--- src/rtl/board_loader.sv ---
// rtl/board_loader.sv - Latches edge/center tile orders, streams them to board memory, checks the layout
module board_loader #(
    parameter int EDGE_TILES   = 24,
    parameter int CENTER_TILES = 12,
    parameter int TILE_W       = 4,
    parameter int CENTER_BASE  = 32
) (
    input  logic                           clk,
    input  logic                           rst,
    input  logic                           start,
    input  logic [EDGE_TILES*TILE_W-1:0]   edge_order,
    input  logic [CENTER_TILES*TILE_W-1:0] center_order,
    output logic                           wr_en,
    output logic [5:0]                     wr_addr,
    output logic [TILE_W-1:0]              wr_data,
    input  logic                           wr_ready,
    output logic                           busy,
    output logic                           done,
    output logic                           layout_ok,
    output logic                           err_range,
    output logic                           err_count
);
    localparam int NUM_CODES = 12;
    localparam int MAX_TILES = (EDGE_TILES > CENTER_TILES) ? EDGE_TILES : CENTER_TILES;
    localparam int IDX_W     = (MAX_TILES > 1) ? $clog2(MAX_TILES) : 1;

    localparam logic [TILE_W-1:0] MAX_CODE    = TILE_W'(NUM_CODES - 1);
    localparam logic [IDX_W-1:0]  EDGE_LAST   = IDX_W'(EDGE_TILES - 1);
    localparam logic [IDX_W-1:0]  CENTER_LAST = IDX_W'(CENTER_TILES - 1);
    localparam logic [5:0]        CENTER_ADDR = 6'(CENTER_BASE);

    typedef enum logic [1:0] {
        S_IDLE,
        S_EDGE,
        S_CENTER,
        S_CHECK
    } state_t;

    state_t                         r_state;
    logic [IDX_W-1:0]               r_idx;
    logic [EDGE_TILES*TILE_W-1:0]   r_edge;
    logic [CENTER_TILES*TILE_W-1:0] r_center;
    logic [1:0]                     r_edge_cnt [NUM_CODES];
    logic [NUM_CODES-1:0]           r_center_seen;
    logic                           r_dup;
    logic                           r_range;

    logic                 w_accept;
    logic                 w_code_ok;
    logic [NUM_CODES-1:0] w_code_hit;
    logic [NUM_CODES-1:0] w_seen_next;
    logic                 w_dup_next;
    logic                 w_range_next;
    logic                 w_cnt_bad;
    logic                 w_err_count_final;
    logic [IDX_W-1:0]     w_idx_nxt;
    int                   w_sel_base;
    logic [TILE_W-1:0]    w_edge_tile_nxt;
    logic [TILE_W-1:0]    w_center_tile_nxt;

    // The code being written is whatever sits on wr_data, so the histogram follows the memory stream exactly.
    always_comb begin
        w_accept          = wr_en & wr_ready;
        w_code_ok         = (wr_data <= MAX_CODE);
        w_code_hit        = w_code_ok ? (NUM_CODES'(1) << wr_data) : '0;
        w_seen_next       = r_center_seen | w_code_hit;
        w_dup_next        = r_dup | (|(r_center_seen & w_code_hit));
        w_range_next      = r_range | ~w_code_ok;
        w_idx_nxt         = r_idx + IDX_W'(1);
        w_sel_base        = TILE_W * 32'(w_idx_nxt);
        w_edge_tile_nxt   = r_edge[w_sel_base +: TILE_W];
        w_center_tile_nxt = r_center[w_sel_base +: TILE_W];
    end

    always_comb begin
        w_cnt_bad = 1'b0;
        for (int k = 0; k < NUM_CODES; k++) begin
            if (r_edge_cnt[k] != 2'd2) begin
                w_cnt_bad = 1'b1;
            end
        end
        // Folds in the final center write, which lands on the same edge that enters CHECK.
        w_err_count_final = w_cnt_bad | w_dup_next | ~(&w_seen_next);
    end

    always_ff @(posedge clk) begin
        if (rst) begin
            r_state       <= S_IDLE;
            r_idx         <= '0;
            r_center_seen <= '0;
            r_dup         <= 1'b0;
            r_range       <= 1'b0;
            for (int k = 0; k < NUM_CODES; k++) begin
                r_edge_cnt[k] <= 2'd0;
            end
            wr_en     <= 1'b0;
            wr_addr   <= '0;
            wr_data   <= '0;
            busy      <= 1'b0;
            done      <= 1'b0;
            layout_ok <= 1'b0;
            err_range <= 1'b0;
            err_count <= 1'b0;
        end else begin
            case (r_state)
                S_IDLE: begin
                    done <= 1'b0;
                    if (start) begin
                        r_edge        <= edge_order;
                        r_center      <= center_order;
                        r_idx         <= '0;
                        r_center_seen <= '0;
                        r_dup         <= 1'b0;
                        r_range       <= 1'b0;
                        for (int k = 0; k < NUM_CODES; k++) begin
                            r_edge_cnt[k] <= 2'd0;
                        end
                        layout_ok <= 1'b0;
                        err_range <= 1'b0;
                        err_count <= 1'b0;
                        wr_en     <= 1'b1;
                        wr_addr   <= '0;
                        wr_data   <= edge_order[TILE_W-1:0];
                        busy      <= 1'b1;
                        r_state   <= S_EDGE;
                    end
                end

                S_EDGE: begin
                    if (w_accept) begin
                        r_range <= w_range_next;
                        for (int k = 0; k < NUM_CODES; k++) begin
                            if (w_code_hit[k] && r_edge_cnt[k] != 2'd3) begin
                                r_edge_cnt[k] <= r_edge_cnt[k] + 2'd1;
                            end
                        end
                        if (r_idx == EDGE_LAST) begin
                            r_idx   <= '0;
                            wr_addr <= CENTER_ADDR;
                            wr_data <= r_center[TILE_W-1:0];
                            r_state <= S_CENTER;
                        end else begin
                            r_idx   <= w_idx_nxt;
                            wr_addr <= 6'(w_idx_nxt);
                            wr_data <= w_edge_tile_nxt;
                        end
                    end
                end

                S_CENTER: begin
                    if (w_accept) begin
                        r_center_seen <= w_seen_next;
                        r_dup         <= w_dup_next;
                        r_range       <= w_range_next;
                        if (r_idx == CENTER_LAST) begin
                            wr_en     <= 1'b0;
                            wr_addr   <= '0;
                            wr_data   <= '0;
                            done      <= 1'b1;
                            err_range <= w_range_next;
                            err_count <= w_err_count_final;
                            layout_ok <= ~(w_range_next | w_err_count_final);
                            r_state   <= S_CHECK;
                        end else begin
                            r_idx   <= w_idx_nxt;
                            wr_addr <= CENTER_ADDR + 6'(w_idx_nxt);
                            wr_data <= w_center_tile_nxt;
                        end
                    end
                end

                S_CHECK: begin
                    done    <= 1'b0;
                    busy    <= 1'b0;
                    r_state <= S_IDLE;
                end

                default: begin
                    r_state <= S_IDLE;
                end
            endcase
        end
    end
endmodule
--- config.mk ---
export PLATFORM = sky130hd
export DESIGN_NAME = board_loader
export DESIGN_NICKNAME = d
export VERILOG_FILES = /design/src/rtl/board_loader.sv
export SDC_FILE = /design/constraint.sdc
export NUM_CORES = 1
export LEC_CHECK = 0
export CORE_MARGIN = 1
export CORE_UTILIZATION = 28
export CTS_CLUSTER_DIAMETER = 120
export DETAILED_ROUTE_END_ITERATION = 7
export HOLD_SLACK_MARGIN = 0.12
export PLACE_DENSITY = 0.57
export RECOVER_POWER = 50
export SKIP_CTS_REPAIR_TIMING = 1
export SLEW_MARGIN = 20
export SYNTH_ARGS = -nofsm -noshare
export SYNTH_HDL_FRONTEND = slang
export SYNTH_SLANG_ARGS = --single-unit
export TNS_END_PERCENT = 1
--- constraint.sdc ---
create_clock -name clk -period 22.8 [get_ports clk]
set_clock_uncertainty 0.05 [all_clocks]
set_input_delay 6.84 -clock clk [delete_from_list [all_inputs] [get_ports clk]]
set_output_delay 6.84 -clock clk [all_outputs]
set_load 0.005 [all_outputs]
=== Yosys cells after proc, flatten, opt, wreduce, memory -nomap -nowiden ===
Memories as Yosys holds them, arrays and structs flattened.
Cells that the tools add are included.

* Muxes and demuxes: 152
* Add/subtract/negate cells: 14
* Bitwise operators: 36
* Equal/unequal tests: 36
* Shift-type cells: 3
* Order comparisons: 1
* Reductions and logical operators: 31

{| class="wikitable"
|+ Operator list
! cell !! number
|-
| $shiftx A96 B8 Y4 || 1
|-
| $mux W1 || 92
|-
| $ne A2 B2 Y1 const B || 30
|-
| $mux W2 || 29
|-
| $shiftx A48 B8 Y4 || 1
|-
| $mux W12 || 3
|-
| $mux W6 || 5
|-
| $or A1 B1 Y1 || 29
|-
| $mux W5 || 5
|-
| $add A2 B1 Y2 const B || 12
|-
| $pmux W12 S2 || 1
|-
| $mux W4 || 5
|-
| $pmux W6 S3 || 1
|-
| $pmux W1 S2 || 8
|-
| $pmux W5 S3 || 1
|-
| $and A12 B12 Y12 || 1
|-
| $logic_and A1 B1 Y1 || 12
|-
| $or A12 B12 Y12 || 1
|-
| $pmux W4 S3 || 1
|-
| $reduce_and A12 Y1 || 1
|-
| $reduce_and A3 Y1 || 4
|-
| $reduce_or A12 Y1 || 1
|-
| $shl A1 B4 Y12 const A || 1
|-
| $reduce_and A5 Y1 || 2
|-
| 17 further kinds || 26
|}

* Register bits after elaboration: 181
* Output and inout port bits: 16
* Bits of input ports: 148
* Memories kept: 1
* RAM bits: 24

{| class="wikitable"
|+ Memories
! memory !! words !! width !! read ports !! clocked after memory_dff !! wr ports !! line !! RTL
|-
| r_edge_cnt || 12 || 2 || 12 || 0 || 12 || 43 || <nowiki>logic [1:0] r_edge_cnt [NUM_CODES];</nowiki>
|}

=== Longest topological paths before layout ===
An unclocked memory read counts as a cell.

* Depth after elaboration: 21
* Gate-level depth with buffers: 9
* Mapped depth without buffers: 8

=== Least setup slack after synthesis ===
Ideal clock, no wire load.

* Path kind: input port to flip-flop
* Start: input rst
* End: register r_center[0], enable pin
* Library setup time: 649 ps
* Stages on the path: 3
* Path slack: 8849 ps
* Arrival: 13252 ps
* Cells stage by stage: clkbuf_1 clkbuf_1 nor2_1

* Word-level cells in the longest chain between the ends: 2

{| class="wikitable"
|+ Ends and longest elaborated chain
! element !! line !! RTL
|-
| start, declared || 9 || <nowiki>input logic rst,</nowiki>
|-
| $not A1 Y1 (no source line) || n/a ||
|-
| $reduce_and A3 Y1 (no source line) || n/a ||
|-
| end signal, assigned || 110 || <nowiki>r_center <= center_order;</nowiki>
|-
| end, declared || 42 || <nowiki>logic [CENTER_TILES*TILE_W-1:0] r_center;</nowiki>
|}

No other way between the ends.
A chain may end at the register's enable or synchronous reset.

=== Worst setup path after layout ===
* Start: input rst
* End: register r_center[6], enable pin

The elaborated chain is that of the path after synthesis.

==> impl_metrics.env <==
export IMPL_rsz0062_at_grt="no"
export IMPL_period_needed_ns=9.97
export IMPL_synth_seq_cells=205
export IMPL_ant_nets=0
export IMPL_multi_input_area_sq_um=3010
export IMPL_dr_pass1_iters=5
export IMPL_yosysMostFrequentCell="edfxtp_1"
export IMPL_clk_pin_slew_ns=0.06
export IMPL_grt_ovfl_total=0
export IMPL_maxCapViolCount=1
export IMPL_timing_critical_path_cells="dlygate4sd3_1 > clkbuf_1 > nor2_4 > buf_4 > buf_4"
export IMPL_power_density_nw_per_um2=89.8
export IMPL_place_congestion=0.770
export IMPL_grtUsageTotal_pct=13.1
export IMPL_clock_path_buffers=3
export IMPL_crit_arrival_ns=10.08
export IMPL_row_count=65
export IMPL_detail_route_wl_per_cell_microns=17.6
export IMPL_cp_required_ns=22.91
export IMPL_dp_cells=1175
export IMPL_async_flop_share_pct=0
export IMPL_ys_top_cells_by_count="168 x edfxtp_1, 73 x nor2_1, 53 x nand2_1, 37 x dfxtp_1, 30 x mux4_2"
export IMPL_slew_headroom_pct=-24.9
export IMPL_synth_area_leaders="edfxtp_1 56%, dfxtp_1 8.2%, mux4_2 7.5%"
export IMPL_place_hpwl_microns=15300
export IMPL_drive_above_1_share_pct=9.83
export IMPL_critPathKind="in2reg"
export IMPL_ys_seq_area_share_pct=64.4
export IMPL_route_detailed_drc=0
export IMPL_die_w_microns=181
export IMPL_syn_avg_cell_area_sq_um=14.2
export IMPL_io_pins=164
export IMPL_syn_inst=632
export IMPL_antenna_found_initial=3
export IMPL_synth_edf_count=168
export IMPL_maxSlewViolCount=39
export IMPL_p_total_mw=1.06
export IMPL_cts_htree_levels=1
export IMPL_setup_viol=0
export IMPL_portBuffers=163
export IMPL_fillCellCount=3007
export IMPL_clock_root_buffer="clkbuf_16"
export IMPL_hold_viol_final=0
export IMPL_regArea_sq_um=5790
export IMPL_final_nets=975
export IMPL_grt_pass1_vias=5943
export IMPL_tightestPinTransition_ns=1.87
export IMPL_max_freq_ghz=0.100
export IMPL_tns_ns=0
export IMPL_start_kind="primary input"
export IMPL_synth_area_sq_um=8990
export IMPL_clkSinkCount=205
export IMPL_ys_flop_type="edfxtp_1"
export IMPL_syn2layout_area_growth_pct=31.0
export IMPL_cts_tree="yes"
export IMPL_end_kind="register"
export IMPL_finalCritPeriodShare_pct=43.7
export IMPL_crit_fanout=80
export IMPL_cp_common_cell="buf_4"
export IMPL_synth_top_area_share_pct=56.1
export IMPL_fin_cells=1217
export IMPL_core_sq_um=31600
export IMPL_drt_iter0_markers=357
export IMPL_die_area_sq_um=32800
export IMPL_wl_microns=21500
export IMPL_ys_warn_count=0
export IMPL_initial_core_util_pct=28.5
export IMPL_die_y_microns=181
export IMPL_vias_per_cell=4.76
export IMPL_leakage_nw=4.02
export IMPL_ys_types=57
export IMPL_hp_class="reg2reg"
export IMPL_numCtsBuffers=23
export IMPL_ir_drop_mv=0.0543
export IMPL_synth_nets=809
export IMPL_vias=5793
export IMPL_grt_max_degree=81
export IMPL_status="complete, but fails checks"
export IMPL_grt_pass1_wl_microns=33500
export IMPL_clk_latency_ns=0.53
export IMPL_synth_top_cell_by_area="edfxtp_1"
export IMPL_critPathSlowestCell="buf_4"
export IMPL_slowest_delay_ns=0.79
export IMPL_violations="max-capacitance violations, max-slew violations"
[power by group]
part	total (mW)	internal (mW)	switching, mW
logic	0.223	0.0914	0.132
registers	0.486	0.463	0.0234
clock network	0.348	0.199	0.149
total	1.06	0.754	0.304
[per-stage QoR]
stage                     hold slack (ns)  worst slack, ns  cell area (sq um)  util (%)
final                               0.432            12.83              11800      37.3
after global routing                0.461            12.60              11800      37.3
after CTS                           0.435            13.56              11800      37.3
after detailed placement            0.423            13.00              11100      35.1
after global placement              0.421            13.04              11100      35.1
after floorplan                     0.403             8.85               8990         -
[final cells by class]
cell class | count | share of cell area (%)
inverter | 22 | 0.701
clock inverter | 12 | 0.861
tap | 402 | 4.27
multi-input combinational | 374 | 25.5
clock buffer | 29 | 5.11
antenna | 1 | 0.0213
timing repair buffer | 172 | 14.4
sequential | 205 | 49.1
[cell families after synthesis]
group | Yosys count | synth area share (%)
fa+ha+maj | 29 | 4.04
buf+inv | 53 | 2.45
flops | 205 | 64.4
xor+xnor | 4 | 0.473
mux | 54 | 11.4
simple gates | 196 | 10.2
compound gates | 91 | 7.13
[placed cells by master, fill, tap and decap left out, drive strengths merged, types with 13 or more instances in the layout]
master / n
dlygate4sd3: 161
nand2: 53
edfxtp: 168
nor2: 73
clkbuf: 31
a22oi: 13
mux4: 36
ha: 29
dfxtp: 37
inv: 24
a21oi: 20
o21ai: 15
[worst paths after layout]
path	endpoint	start	depth (start not counted)	slack [ns]
worst max register to register	wr_data[0]	r_idx[0]	7	18.65
worst min register to register	layout_ok	layout_ok	2	0.43
worst min-delay path	layout_ok	layout_ok	2	0.43
worst max-delay path	r_center[6]	rst	5	12.83
[routing by layer]
metal	share of wire [%]	track usage [%]
met5	0	0
met4	2.4	3.42
met3	4.7	2.20
met2	49	22.8
met1	43	16.7
[flip-flops by register name, summed over array words and instances (netlist names), 2 cells and up]
signal and cells:
r_idx 5, r_edge 96, r_state 2, wr_addr 6, r_center 48, wr_data 4, r_center_seen 12, r_edge_cnt 24
[critical path, delay by kind of cell]
| kind | cells | cell delay [ns] |
|---|---|---|
| and+or+nand+nor | 1 | 0.28 |
| buffers and inverters | 4 | 2.78 |
No activity file was read; power rests on OpenSTA's default activity.
